<file path="src/rtl/core_pkg.sv">
// Shared fetch/decode constants: datapath width, reset vector, PC stride and the ID bubble.
// Parameter-only package; no logic, no latency.
package core_pkg;
    localparam int              XLEN     = 32;
    localparam logic [XLEN-1:0] RESET_PC = 32'h0000_0000;
    localparam logic [XLEN-1:0] NOP      = 32'h0000_0013;
    localparam int              PC_STEP  = 4;
endpackage

</file>
<file path="src/rtl/sync_fifo.sv">
// Generic synchronous FIFO with flush; head is read straight from storage, count is registered.
// Push/pop take effect at the clock edge; push while full is dropped unless a pop frees the slot.
module sync_fifo #(
    parameter int WIDTH = 64,
    parameter int DEPTH = 4,
    parameter int CW    = $clog2(DEPTH + 1)
) (
    input  logic             clk,
    input  logic             rst,
    input  logic             push,
    input  logic [WIDTH-1:0] push_dat,
    input  logic             pop,
    input  logic             flush,
    output logic [WIDTH-1:0] head_dat,
    output logic [CW-1:0]    count
);
    localparam int AW = $clog2(DEPTH);

    logic [WIDTH-1:0] mem_q [DEPTH];
    logic [WIDTH-1:0] mem_d [DEPTH];
    logic [AW-1:0]    wr_ptr_q, wr_ptr_d;
    logic [AW-1:0]    rd_ptr_q, rd_ptr_d;
    logic [CW-1:0]    count_q, count_d;
    logic             do_push, do_pop;

    always_comb begin
        do_pop   = pop && (count_q != '0);
        do_push  = push && ((count_q != CW'(DEPTH)) || do_pop);
        mem_d    = mem_q;
        wr_ptr_d = wr_ptr_q;
        rd_ptr_d = rd_ptr_q;
        count_d  = count_q;
        if (flush) begin
            wr_ptr_d = '0;
            rd_ptr_d = '0;
            count_d  = '0;
        end else begin
            if (do_push) begin
                mem_d[wr_ptr_q] = push_dat;
                wr_ptr_d        = wr_ptr_q + AW'(1);
            end
            if (do_pop) begin
                rd_ptr_d = rd_ptr_q + AW'(1);
            end
            count_d = count_q + CW'(do_push) - CW'(do_pop);
        end
    end

    always_ff @(posedge clk) begin
        if (rst) begin
            wr_ptr_q <= '0;
            rd_ptr_q <= '0;
            count_q  <= '0;
        end else begin
            wr_ptr_q <= wr_ptr_d;
            rd_ptr_q <= rd_ptr_d;
            count_q  <= count_d;
        end
    end

    // Storage needs no reset: entries are only visible once counted.
    always_ff @(posedge clk) begin
        mem_q <= mem_d;
    end

    assign head_dat = mem_q[rd_ptr_q];
    assign count    = count_q;
endmodule

</file>
<file path="src/rtl/fetch_prefetch_unit.sv">
// Instruction fetch with up to DEPTH requests in flight plus a prefetch FIFO toward ID; a word
// granted in cycle T and returned in T+k is offered in T+k+1; issue stalls when in-flight + buffered reaches DEPTH.
module fetch_prefetch_unit #(
    parameter int              XLEN     = core_pkg::XLEN,
    parameter int              DEPTH    = 4,
    parameter logic [XLEN-1:0] RESET_PC = core_pkg::RESET_PC
) (
    input  logic            clk,
    input  logic            rst,
    input  logic            redirect_valid,
    input  logic [XLEN-1:0] redirect_pc,
    output logic            cs_i_n,
    output logic [XLEN-1:0] i_addr,
    input  logic            i_gnt,
    input  logic            i_rvalid,
    input  logic [XLEN-1:0] i_data,
    output logic            instr_valid,
    input  logic            instr_ready,
    output logic [XLEN-1:0] instr,
    output logic [XLEN-1:0] pc,
    output logic [XLEN-1:0] pc_4
);
    import core_pkg::*;

    localparam int CW = $clog2(DEPTH + 1);

    logic [XLEN-1:0]   fetch_pc_q, fetch_pc_d;
    logic [XLEN-1:0]   resp_pc_q, resp_pc_d;
    logic [CW-1:0]     outstanding_q, outstanding_d;
    logic [CW-1:0]     discard_cnt_q, discard_cnt_d;
    logic [CW-1:0]     inflight_next;
    logic [CW-1:0]     fifo_count;
    logic [CW:0]       credit_used;
    logic [2*XLEN-1:0] head_dat;
    logic [XLEN-1:0]   redirect_tgt;
    logic              accept, rsp_vld, fifo_push, fifo_pop, fifo_flush;

    assign credit_used   = {1'b0, outstanding_q} + {1'b0, fifo_count};
    assign cs_i_n        = rst || (credit_used >= (CW + 1)'(DEPTH));
    assign i_addr        = fetch_pc_q;
    assign accept        = !cs_i_n && i_gnt;
    // A response with nothing in flight is a protocol violation and is ignored.
    assign rsp_vld       = i_rvalid && (outstanding_q != '0);
    assign inflight_next = outstanding_q + CW'(accept) - CW'(rsp_vld);
    assign redirect_tgt  = {redirect_pc[XLEN-1:2], 2'b00};
    assign instr_valid   = (fifo_count != '0);

    always_comb begin
        fetch_pc_d    = fetch_pc_q;
        resp_pc_d     = resp_pc_q;
        outstanding_d = inflight_next;
        discard_cnt_d = discard_cnt_q;
        fifo_push     = 1'b0;
        fifo_pop      = 1'b0;
        fifo_flush    = 1'b0;
        if (redirect_valid) begin
            // Everything still in flight after this edge belongs to the old path.
            fetch_pc_d    = redirect_tgt;
            resp_pc_d     = redirect_tgt;
            discard_cnt_d = inflight_next;
            fifo_flush    = 1'b1;
        end else begin
            if (accept) begin
                fetch_pc_d = fetch_pc_q + XLEN'(PC_STEP);
            end
            if (rsp_vld) begin
                if (discard_cnt_q != '0) begin
                    discard_cnt_d = discard_cnt_q - CW'(1);
                end else begin
                    fifo_push = 1'b1;
                    resp_pc_d = resp_pc_q + XLEN'(PC_STEP);
                end
            end
            fifo_pop = instr_valid && instr_ready;
        end
    end

    always_ff @(posedge clk) begin
        if (rst) begin
            fetch_pc_q    <= RESET_PC;
            resp_pc_q     <= RESET_PC;
            outstanding_q <= '0;
            discard_cnt_q <= '0;
        end else begin
            fetch_pc_q    <= fetch_pc_d;
            resp_pc_q     <= resp_pc_d;
            outstanding_q <= outstanding_d;
            discard_cnt_q <= discard_cnt_d;
        end
    end

    sync_fifo #(
        .WIDTH (2 * XLEN),
        .DEPTH (DEPTH),
        .CW    (CW)
    ) u_fifo (
        .clk      (clk),
        .rst      (rst),
        .push     (fifo_push),
        .push_dat ({i_data, resp_pc_q}),
        .pop      (fifo_pop),
        .flush    (fifo_flush),
        .head_dat (head_dat),
        .count    (fifo_count)
    );

    assign instr = instr_valid ? head_dat[2*XLEN-1:XLEN] : '0;
    assign pc    = instr_valid ? head_dat[XLEN-1:0] : '0;
    assign pc_4  = instr_valid ? head_dat[XLEN-1:0] + XLEN'(PC_STEP) : '0;

    rsp_without_request: assert property (@(posedge clk) disable iff (rst)
        !(i_rvalid && (outstanding_q == '0)));
endmodule

</file>
<file path="config.mk">
export PLATFORM = sky130hd
export DESIGN_NAME = fetch_prefetch_unit
export DESIGN_NICKNAME = d
export VERILOG_FILES = /design/src/rtl/core_pkg.sv /design/src/rtl/sync_fifo.sv /design/src/rtl/fetch_prefetch_unit.sv
export SDC_FILE = /design/constraint.sdc
export NUM_CORES = 1
export LEC_CHECK = 0
export CAP_MARGIN = 20
export CORE_MARGIN = 4
export CORE_UTILIZATION = 30
export DETAILED_ROUTE_END_ITERATION = 12
export HOLD_SLACK_MARGIN = 0.12
export SLEW_MARGIN = 20
export SYNTH_ARGS = -nofsm -noshare
export SYNTH_HDL_FRONTEND = slang
export SYNTH_SLANG_ARGS = --single-unit
</file>
<file path="constraint.sdc">
create_clock -name clk -period 3.5 [get_ports clk]
set_input_delay 0.7 -clock clk [delete_from_list [all_inputs] [get_ports clk]]
set_output_delay 0.7 -clock clk [all_outputs]
set_load 0.02 [all_outputs]
</file>
==> results of run 1 <==
how the worst max path moves through the flow:
stage,cells after the start,slack (ns),endpoint
3_5_place_dp,9,-0.24,pc_4[31]
4_1_cts,8,-0.23,pc_4[29]
2_1_floorplan,9,0.30,pc_4[28]
5_1_grt,8,-0.25,pc_4[31]
6_report,8,-0.15,pc_4[31]
3_3_place_gp,9,-0.16,pc_4[23]
routing by layer:
metal	vias up	wire length [um]	track usage (%)
met2	258	16400	22.1
met1	4577	16700	19.7
li1	4353	-	-
met5	-	0	0
met3	36	2580	4.13
met4	0	447	2.77
cell usage in the layout, fill, tap and decap left out, types with 8 or more instances in the layout:
cell type,instances
a21boi_0,27
a21oi_1,29
a31oi_1,11
and2_1,65
and3_1,8
and4_1,9
buf_12,10
buf_4,76
buf_6,24
bufinv_16,9
clkbuf_16,37
clkdlybuf4s50_1,128
clkinv_2,9
dfxtp_1,71
dlygate4sd2_1,11
dlymetal6s2s_1,25
edfxtp_1,248
ha_1,14
inv_1,44
mux2_4,8
mux4_2,59
nand2_1,34
nand3_1,25
nand4_1,18
nor2_1,46
nor3_1,17
nor4_1,16
o21ai_0,12
o21bai_1,9
o31a_1,20
or3_1,12
xnor2_1,30
xor2_1,18
Yosys cell counts, types with 11 or more instances:
cell	count
ha_1	15
o21ai_0	13
a21oi_1	33
and2_1	69
nand3_1	26
a31oi_1	11
clkbuf_1	30
nand4_1	18
and4_1	11
and3_1	11
dfxtp_1	73
nor3_1	23
nor4_1	18
or3_1	15
mux4_1	12
mux4_2	50
nand2_1	36
xnor2_1	30
xor2_1	18
inv_1	45
o31a_1	20
a21boi_0	27
edfxtp_1	248
nor2_1	46
final cells by class:
type | count | area (sq um)
flip-flops and latches | 321 | 8910
clock buffers | 39 | 933
repair buffers | 289 | 2870
multi-input cells | 582 | 5100
clock inverters | 24 | 344
fillers | 4353 | 27700
inverters | 46 | 175
well taps | 607 | 759
power groups by stage:
| stage | registers, mW | clock network [mW] | logic, mW |
|---|---|---|---|
| after floorplan | 4.53 | 0 | 0.767 |
| after global placement | 4.53 | 0 | 1.40 |
| after detailed placement | 4.54 | 0 | 1.42 |
| after CTS | 4.46 | 4.19 | 1.44 |
| after global routing | 4.49 | 4.36 | 1.58 |
| final | 4.46 | 4.07 | 1.44 |
worst min-delay path, stage by stage (launching register included):
cell and delay [ns]:
dfxtp_1 0.33, o21ai_0 0.07, a31oi_1 0.08
cell families after synthesis:
| kind of cell | after synthesis |
|---|---|
| flip-flops | 321 |
| AND/OR/NAND/NOR | 304 |
| AO/OA/AOI/OAI | 132 |
| buffers and inverters | 102 |
| multiplexers | 75 |
| XOR/XNOR | 48 |
| adder cells (fa/ha/maj) | 17 |
| other | 1 |
stage by stage:
stage | std cells | TNS, ns | total power [mW] | worst slack [ns] | utilization, %
6_report | 1908 | -0.862 | 9.98 | -0.147 | 40.8
5_1_grt | 1908 | -2.64 | 10.4 | -0.253 | 40.8
4_1_cts | 1902 | -2.68 | 10.1 | -0.235 | 40.2
3_5_place_dp | 1834 | -1.86 | 5.96 | -0.241 | 37.2
3_3_place_gp | 1834 | -1.20 | 5.93 | -0.158 | 37.2
2_1_floorplan | 1005 | 0 | 5.29 | 0.304 | -
repair_timing:
action / 4_1_cts / 5_1_grt
buffers inserted: 6 / 6
pin swaps: 9 / 11
endpoints found under the setup margin: 71 / 34
resized for setup: 149 / 96
state kept, by name, indices dropped and copies added, names as in the netlist:
name,flops
u_fifo.mem_q,248
discard_cnt_q,3
u_fifo.wr_ptr_q,2
resp_pc_q,30
u_fifo.rd_ptr_q,2
outstanding_q,3
i_addr,30
u_fifo.count,3
==> impl_metrics.yaml, run 1 <==
worst_setup_path:
  cp-startpoint: "u_fifo.rd_ptr_q[0]"
  critPathTopFamily: "simple AND/OR/NAND/NOR gates"
  path_common_cell: "buf_6"
  cpMaxStageDelayCell: "or4_4"
  crit_path_max_incr_delay_ns: 0.58
  critPathKind: "flip-flop to output port"
  reg2reg_from: "u_fifo.count[2]"
  reg2reg_depth: 12
  critPathLaunchType: "flip-flop"
  regToRegEndpoint: "discard_cnt_q[2]"
  critPathBufInv: 3
  endpoint_kind: "output port"
  crit_fanout: 6
  cp_data_required_time_ns: 2.80
  cp.arrival_ns: 2.95
  crit_chain: "buf_8 -> mux4_2 -> nand4_1 -> or4_4 -> buf_6 -> nor3_4 -> mux2_4 -> buf_6"
  reg2reg_slack_ns: 0.63
logic_synthesis:
  synth_compound_area_share_pct: 6.30
  synth.cell_area_sq_um: 14200
  yosys.area_share.simple_pct: 12.1
  async_reset_ff_share_pct: 0
  synthMuxAreaShare_pct: 11.1
  syn_inst: 1000
  yosys.area.top_type: "edfxtp_1"
  ys_seq_area_share_pct: 62.6
  synthFlopType: "edfxtp_1"
  synth_top_family_by_area: "simple AND/OR/NAND/NOR gates"
  synth_edf_count: 248
  syn_area_per_cell_sq_um: 14.2
  synth_cell_types: 56
  yosys-top-cells-area: "edfxtp_1 (52%), dfxtp_1 (10%), mux4_2 (7.9%), and2_1 (3.0%), mux4_1 (2.2%)"
  synthAdderAreaFrac_pct: 1.60
  synth-seq-cells: 321
  synth-xor-area-share_pct: 2.95
  yosysTopAreaCellShare_pct: 52.3
  yosysWarnings: 0
finish:
  area_delta_synth_final_pct: 34.2
  drive_gt1_share_pct: 22.8
  stdcell_area_sq_um: 19100
  finalNetCount: 1362
  antennaDiodeCount: 0
clocking:
  numCtsBuffers: 35
  cts_buffer_depth: 3
  tritoncts: "yes"
  htree_num_levels: 2
  clk_pin_slew_ns: 0.06
  clk_latency_ns: 0.53
  clock-sinks: 321
  postCtsHoldBufs: 0
  root_buffer: "clkbuf_16"
pwr:
  switching_power_mw: 2.39
  p_comb_share_pct: 14.4
  p_int_mw: 7.59
  p_leak_nw: 6.99
  seqPwrFrac_pct: 44.7
  clock_power_share_pct: 40.8
  vdd_drop_max_v: 0.000239
  p_per_area_nw_per_um2: 523
  p_sw_share_pct: 24.0
run_status:
  violations: "negative setup slack"
  outcome: "finished with violations"
drt:
  drtIter0Drc: 523
  route.detailed.drc: 0
  wire_per_inst_um: 18.9
  drt.antenna.violating_nets: 0
  viasPerCell: 4.83
  num_vias: 9224
  dr.pass1.iters: 4
  totalWireLength_um: 36100
timing:
  fin_crit_ns: 3.65
  relSlewSlack_pct: 58.9
  rsz0062_at_grt: "true"
  fin_crit_sh_pct: 104
  setup_viol: 10
  maxSlewViolCount: 0
  whs_ns: 0.530
  fmax_ghz: 0.274
  fin_ws_ns: -0.147
  finClkSkew_ns: 0.0208
  hold_viol: 0
  worst_slew_pin_slew_ns: 0.610
global_routing:
  antenna_found_initial: 0
  grt_first_pass_wirelength_um: 56200
  grt.total_usage_pct: 14.1
  grt_max_degree: 63
  grt_pass1_vias: 9639
  grt-ovfl-total: 0
worst_hold_path:
  holdPathStages: 2
  holdPathEnd: "i_addr[30]"
  hp-start: "i_addr[30]"
  hold_class: "flip-flop to flip-flop"
place:
  hpwl_um: 24700
  place_area_sq_um: 17400
  gp_congestion: 0.790
  portBuffers: 191
floorplan:
  ioPinCount: 200
  dieHeight_um: 226
  start_util_pct: 30.4
  dieArea_sq_um: 51000
  die_w_um: 226
  rows: 79
  coreArea_sq_um: 46800
job:
  maxCapViolations: 0
No activity file was read; power rests on OpenSTA's default activity.
==> inputs of run 2 (changes only) <==
--- a/config.mk
+++ b/config.mk
@@ -10,6 +10,7 @@
 export CORE_UTILIZATION = 30
 export DETAILED_ROUTE_END_ITERATION = 12
 export HOLD_SLACK_MARGIN = 0.12
+export SETUP_SLACK_MARGIN = 0.4
 export SLEW_MARGIN = 20
 export SYNTH_ARGS = -nofsm -noshare
 export SYNTH_HDL_FRONTEND = slang
==> impl_metrics.yaml, run 2 (synthesis results as in run 1) <==
finish:
  largest_reg_flops: 248
  max_flop_register: "u_fifo.mem_q"
  finalNetCount: 1387
  area_delta_synth_final_pct: 34.4
  final_cell_mix: "edfxtp_1 (248), buf_4 (99), clkdlybuf4s50_1 (98), dfxtp_1 (71)"
  postLayoutCoreUtil_pct: 40.9
  drive_gt1_share_pct: 28.6
  final_common_cell: "edfxtp_1"
drt:
  totalWireLength_um: 36600
  wire_per_inst_um: 18.9
  route.detailed.drc: 0
  drtIter0Drc: 593
  drt.antenna.violating_nets: 0
  viasPerCell: 4.89
  dr.pass1.iters: 5
  num_vias: 9434
worst_setup_path:
  cp_data_required_time_ns: 2.80
  critPathLaunchType: "flip-flop"
  crit_fanout: 7
  cp.arrival_ns: 2.96
  regToRegEndpoint: "discard_cnt_q[2]"
  endpoint_kind: "output port"
  reg2reg_slack_ns: 0.68
  reg2reg_depth: 12
  reg2reg_from: "u_fifo.count[2]"
  critPathKind: "flip-flop to output port"
clocking:
  root_buffer: "clkbuf_16"
  clk_latency_ns: 0.53
  clock-sinks: 321
  cts_buffer_depth: 3
  numCtsBuffers: 35
  clk_pin_slew_ns: 0.06
  tritoncts: "yes"
  htree_num_levels: 2
pwr:
  p_per_area_nw_per_um2: 485
  vdd_drop_max_v: 0.000278
  p_leak_nw: 6.80
global_routing:
  grt_max_degree: 52
  grt_first_pass_wirelength_um: 55300
  grt_pass1_vias: 9550
  grt.total_usage_pct: 13.9
  grt-ovfl-total: 0
  antenna_found_initial: 0
run_status:
  outcome: "finished with violations"
  violations: "negative setup slack"
timing:
  worst_slew_pin_slew_ns: 0.603
  fin_crit_ns: 3.66
  rsz0062_at_grt: "true"
  hold_viol: 0
  maxSlewViolCount: 0
  relSlewSlack_pct: 59.5
  fin_crit_sh_pct: 105
  setup_viol: 16
  finClkSkew_ns: 0.0154
  fin_ws_ns: -0.162
  fmax_ghz: 0.273
floorplan:
  start_util_pct: 30.4
  dieHeight_um: 226
  coreArea_sq_um: 46800
  ioPinCount: 200
  die_w_um: 226
  rows: 79
  dieArea_sq_um: 51000
place:
  portBuffers: 191
  gp_congestion: 0.773
  dp_slack_ns: -0.168
  hpwl_um: 24400
worst_hold_path:
  hp-start: "i_addr[24]"
  hold_class: "flip-flop to flip-flop"
  holdPathEnd: "i_addr[24]"
  holdPathStages: 2
job:
  maxCapViolations: 0
[run 2: cell count changes in the layout (fill, tap and decap cells not counted), moves of 6 or more]
cell             change
clkbuf_1             +6
buf_6               +36
and2_4              +26
buf_4               +23
and2_1              -26
dlygate4sd2_1       +13
dlymetal6s2s_1      -22
clkdlybuf4s50_1     -30
bufinv_16            -9
[run 2: stage by stage]
step                      instances  TNS [ns]  total power [mW]  cell area (sq um)  hold slack (ns)
after floorplan                1005         0              5.30              14300            0.482
after global placement         1830     -1.03              5.91              17300            0.520
after detailed placement       1830     -1.42              5.94              17300            0.526
after CTS                      1905     -2.22              9.34              18500            0.537
after global routing           1930     -3.45              9.71              19100            0.568
final                          1931     -1.45              9.28              19100            0.538
[run 2: worst max-delay path by stage]
stage | start | endpoint | slack, ns | cells after the start
final | u_fifo.rd_ptr_q[0] | pc_4[25] | -0.16 | 8
after global routing | u_fifo.rd_ptr_q[0] | pc_4[25] | -0.25 | 8
after CTS | u_fifo.rd_ptr_q[0] | pc_4[22] | -0.23 | 9
after detailed placement | u_fifo.rd_ptr_q[0] | pc_4[28] | -0.17 | 8
after global placement | u_fifo.rd_ptr_q[0] | pc_4[28] | -0.14 | 8
after floorplan | u_fifo.rd_ptr_q[0] | pc_4[19] | 0.45 | 8
[run 2: final cells by class]
cell class / instances / area [sq um]
antenna: 1 / 2.50
clock buffer: 45 / 956
clock inverter: 15 / 66.3
fill: 4350 / 27600
inverter: 46 / 175
multi-input combinational: 582 / 5210
sequential: 321 / 8920
tap: 607 / 759
timing repair buffer: 314 / 3040
[run 2: per-layer routing]
metal	up-vias	share of wire, %	global-route usage, %	routed length [um]
li1	4416	-	-	-
met1	4697	47	19.9	17200
met2	273	45	21.4	16500
met3	48	6.2	2.83	2260
met4	0	1.8	3.87	671
met5	-	0	0	0
[run 2: timing repair]
action / CTS / global route
pin swaps: 15 / 18
resized for setup: 362 / 151
hold endpoints to repair: 0 / 0
cloned: 0 / 2
hold buffers: 0 / 0
buffers inserted: 15 / 23
setup endpoints to repair: 93 / 85
[run 2: report_power, final]
group / leakage, nW / total (mW) / switching, mW / internal, mW
combinational: 3.44 / 1.47 / 0.774 / 0.697
sequential: 2.86 / 4.47 / 0.148 / 4.32
clock: 0.499 / 3.34 / 1.43 / 1.92
total: 6.80 / 9.28 / 2.35 / 6.93
[run 2: critical path: stages, from the launching register on]
cell and delay, ns:
dfxtp_4 0.39, buf_12 0.15, mux4_2 0.37, nand4_1 0.14, or4_4 0.56, buf_8 0.18
nor4_4 0.18, mux2_4 0.33, buf_6 0.13
==> inputs of run 3 (changes only) <==
--- a/config.mk
+++ b/config.mk
@@ -5,6 +5,7 @@
 export SDC_FILE = /design/constraint.sdc
 export NUM_CORES = 1
 export LEC_CHECK = 0
+export ABC_AREA = 1
 export CAP_MARGIN = 20
 export CORE_MARGIN = 4
 export CORE_UTILIZATION = 30
==> impl_metrics.yaml, run 3 <==
timing:
  setup_viol: 0
  relSlewSlack_pct: 49.1
  fin_crit_ns: 3.29
  maxSlewViolCount: 0
  fin_ws_ns: 0.213
  hold_viol: 0
  rsz0062_at_grt: "true"
  fin_crit_sh_pct: 93.9
  whs_ns: 0.523
  finClkSkew_ns: 0.0172
  worst_slew_pin_slew_ns: 0.761
  fmax_ghz: 0.304
  fin_setup_tns_ns: 0
clocking:
  tritoncts: "yes"
  root_buffer: "clkbuf_16"
  clk_latency_ns: 0.54
  htree_num_levels: 2
  cts_buffer_depth: 3
  numCtsBuffers: 37
  clk_pin_slew_ns: 0.06
  clock-sinks: 321
worst_setup_path:
  critPathLaunchType: "flip-flop"
  critPathKind: "flip-flop to output port"
  critPathBufInv: 7
  cpMaxStageDelayCell: "dfxtp_4"
  cp_data_required_time_ns: 2.80
  cp.arrival_ns: 2.59
  endpoint_kind: "output port"
  critPathTopFamily: "buffers and inverters"
  crit_fanout: 7
  crit_chain: "buf_12 -> clkinv_16 -> buf_12 -> buf_16 -> nand2_2 -> nand3_2 -> nand2_2 -> nand2_4 -> nor2_2 -> nand2_2 -> buf_4 -> nor3_2 -> nor3_2 -> buf_4 -> buf_4"
  crit_path_max_incr_delay_ns: 0.36
logic_synthesis:
  synth.cell_area_sq_um: 15800
  yosysWarnings: 0
  yosysMostFrequentCell: "nand2_1"
  yosysTopAreaCellShare_pct: 47.1
  ys_seq_area_share_pct: 56.3
  syn_inst: 1883
  synthFlopType: "edfxtp_1"
  async_reset_ff_share_pct: 0
  synth-seq-cells: 321
  yosys-top-cells-area: "edfxtp_1 (47%), nand2_1 (13%), dfxtp_1 (9.2%), nor2_1 (8.0%), nand3_1 (3.7%)"
  syn_area_per_cell_sq_um: 8.40
  synth_top_cells_by_count: "nand2_1 (541), nor2_1 (338), edfxtp_1 (248), inv_1 (130)"
  synth_edf_count: 248
  synth_cell_types: 40
  yosys.area.top_type: "edfxtp_1"
drt:
  route.detailed.drc: 0
  drt.antenna.violating_nets: 0
  dr.pass1.iters: 5
  viasPerCell: 4.88
  totalWireLength_um: 49100
  num_vias: 14000
  drtIter0Drc: 1108
  wire_per_inst_um: 17.1
place:
  dp.cells: 2742
  hpwl_um: 31500
  place_area_sq_um: 18800
  dp_slack_ns: 0.0940
  gp_congestion: 0.906
  portBuffers: 191
finish:
  area_delta_synth_final_pct: 37.5
  antennaDiodeCount: 0
  finalNetCount: 2246
  largest_reg_flops: 248
  postLayoutCoreUtil_pct: 42.0
  max_flop_register: "u_fifo.mem_q"
  drive_gt1_share_pct: 19.8
  final_common_cell: "nand2_1"
  seq_area_sq_um: 8920
  final_cells: 2867
  stdcell_area_sq_um: 21700
  final_cell_mix: "nand2_1 (442), nor2_1 (279), edfxtp_1 (248), inv_1 (124), o21ai_0 (114)"
  multi_input_area_sq_um: 7010
  fillCellCount: 4929
pwr:
  p_per_area_nw_per_um2: 449
  power_mw: 9.75
  vdd_drop_max_v: 0.000329
  p_leak_nw: 8.64
floorplan:
  rows: 83
  coreArea_sq_um: 51700
  dieArea_sq_um: 56400
  dieHeight_um: 238
  die_w_um: 238
  ioPinCount: 200
  start_util_pct: 30.6
global_routing:
  grt_first_pass_wirelength_um: 72900
  grt_pass1_vias: 12900
  antenna_found_initial: 1
  grt.total_usage_pct: 16.3
  grt_max_degree: 68
  grt-ovfl-total: 0
run_status:
  outcome: "finished, final reports clean"
worst_hold_path:
  hold_class: "flip-flop to flip-flop"
job:
  maxCapViolations: 0
## run 3: logic make-up (layout without fill, tap and decap cells)
| kind of cell | Yosys count | count (layout) | synth area share, % |
|---|---|---|---|
| other cells | 1 | 6 | 0.0237 |
| flops | 321 | 321 | 56.3 |
| simple gates | 1050 | 1050 | 26.6 |
| buf+inv | 217 | 516 | 5.81 |
| fa+ha+maj | 17 | 17 | 1.44 |
| compound gates | 248 | 248 | 8.21 |
| xor+xnor | 29 | 29 | 1.61 |
## run 3: repair_timing
| action | 4_1_cts | 5_1_grt |
|---|---|---|
| hold buffers | 0 | 0 |
| setup endpoints to repair | 87 | 57 |
| gates cloned | 7 | 3 |
| pin swaps | 51 | 60 |
| gates resized for setup | 328 | 219 |
| buffers inserted | 29 | 19 |
## run 3: report_power, final
part | internal, mW | switching, mW | leakage (nW) | total [mW]
combinational | 0.601 | 0.981 | 5.22 | 1.58
clock | 2.15 | 1.58 | 0.564 | 3.72
sequential | 4.30 | 0.146 | 2.86 | 4.45
## run 3: worst paths after layout
check | startpoint | endpoint | slack, ns | cells past startpoint
hold / removal | discard_cnt_q[1] | discard_cnt_q[1] | 0.52 | 2
setup / recovery | u_fifo.rd_ptr_q[0] | pc_4[13] | 0.21 | 15
hold reg to reg | discard_cnt_q[1] | discard_cnt_q[1] | 0.52 | 2
setup reg to reg | u_fifo.count[2] | discard_cnt_q[2] | 0.68 | 16
## run 3: layout make-up
cell class	instances	share of cell area [%]
repair buffers	314	14.9
clock buffers	48	4.50
flip-flops and latches	321	41.0
multi-input cells	1350	32.3
well taps	680	3.91
inverters	134	2.48
repair inverters	1	0.0288
clock inverters	19	0.875
## run 3: layer usage
metal | share of wire (%) | GRT usage (%) | routed length (um) | up-vias
li1 | - | - | - | 6773
met1 | 45 | 23.0 | 22000 | 6676
met2 | 47 | 26.1 | 22900 | 467
met3 | 6.4 | 2.58 | 3120 | 66
met4 | 2.1 | 4.32 | 1020 | 0
met5 | 0 | 0 | 0 | -
## run 3: worst register-to-register path, cell delays in order (launching register included)
cell and delay, ns:
dfxtp_1 0.44, ha_1 0.27, nor2_1 0.10, nand2_1 0.06, nor2_2 0.16, nand2_2 0.14
ha_1 0.30, inv_1 0.05, ha_1 0.13, inv_1 0.05, fa_1 0.37, xnor2_1 0.18
xor2_1 0.15, inv_1 0.07, o221ai_1 0.15, nand2_1 0.07, inv_1 0.05
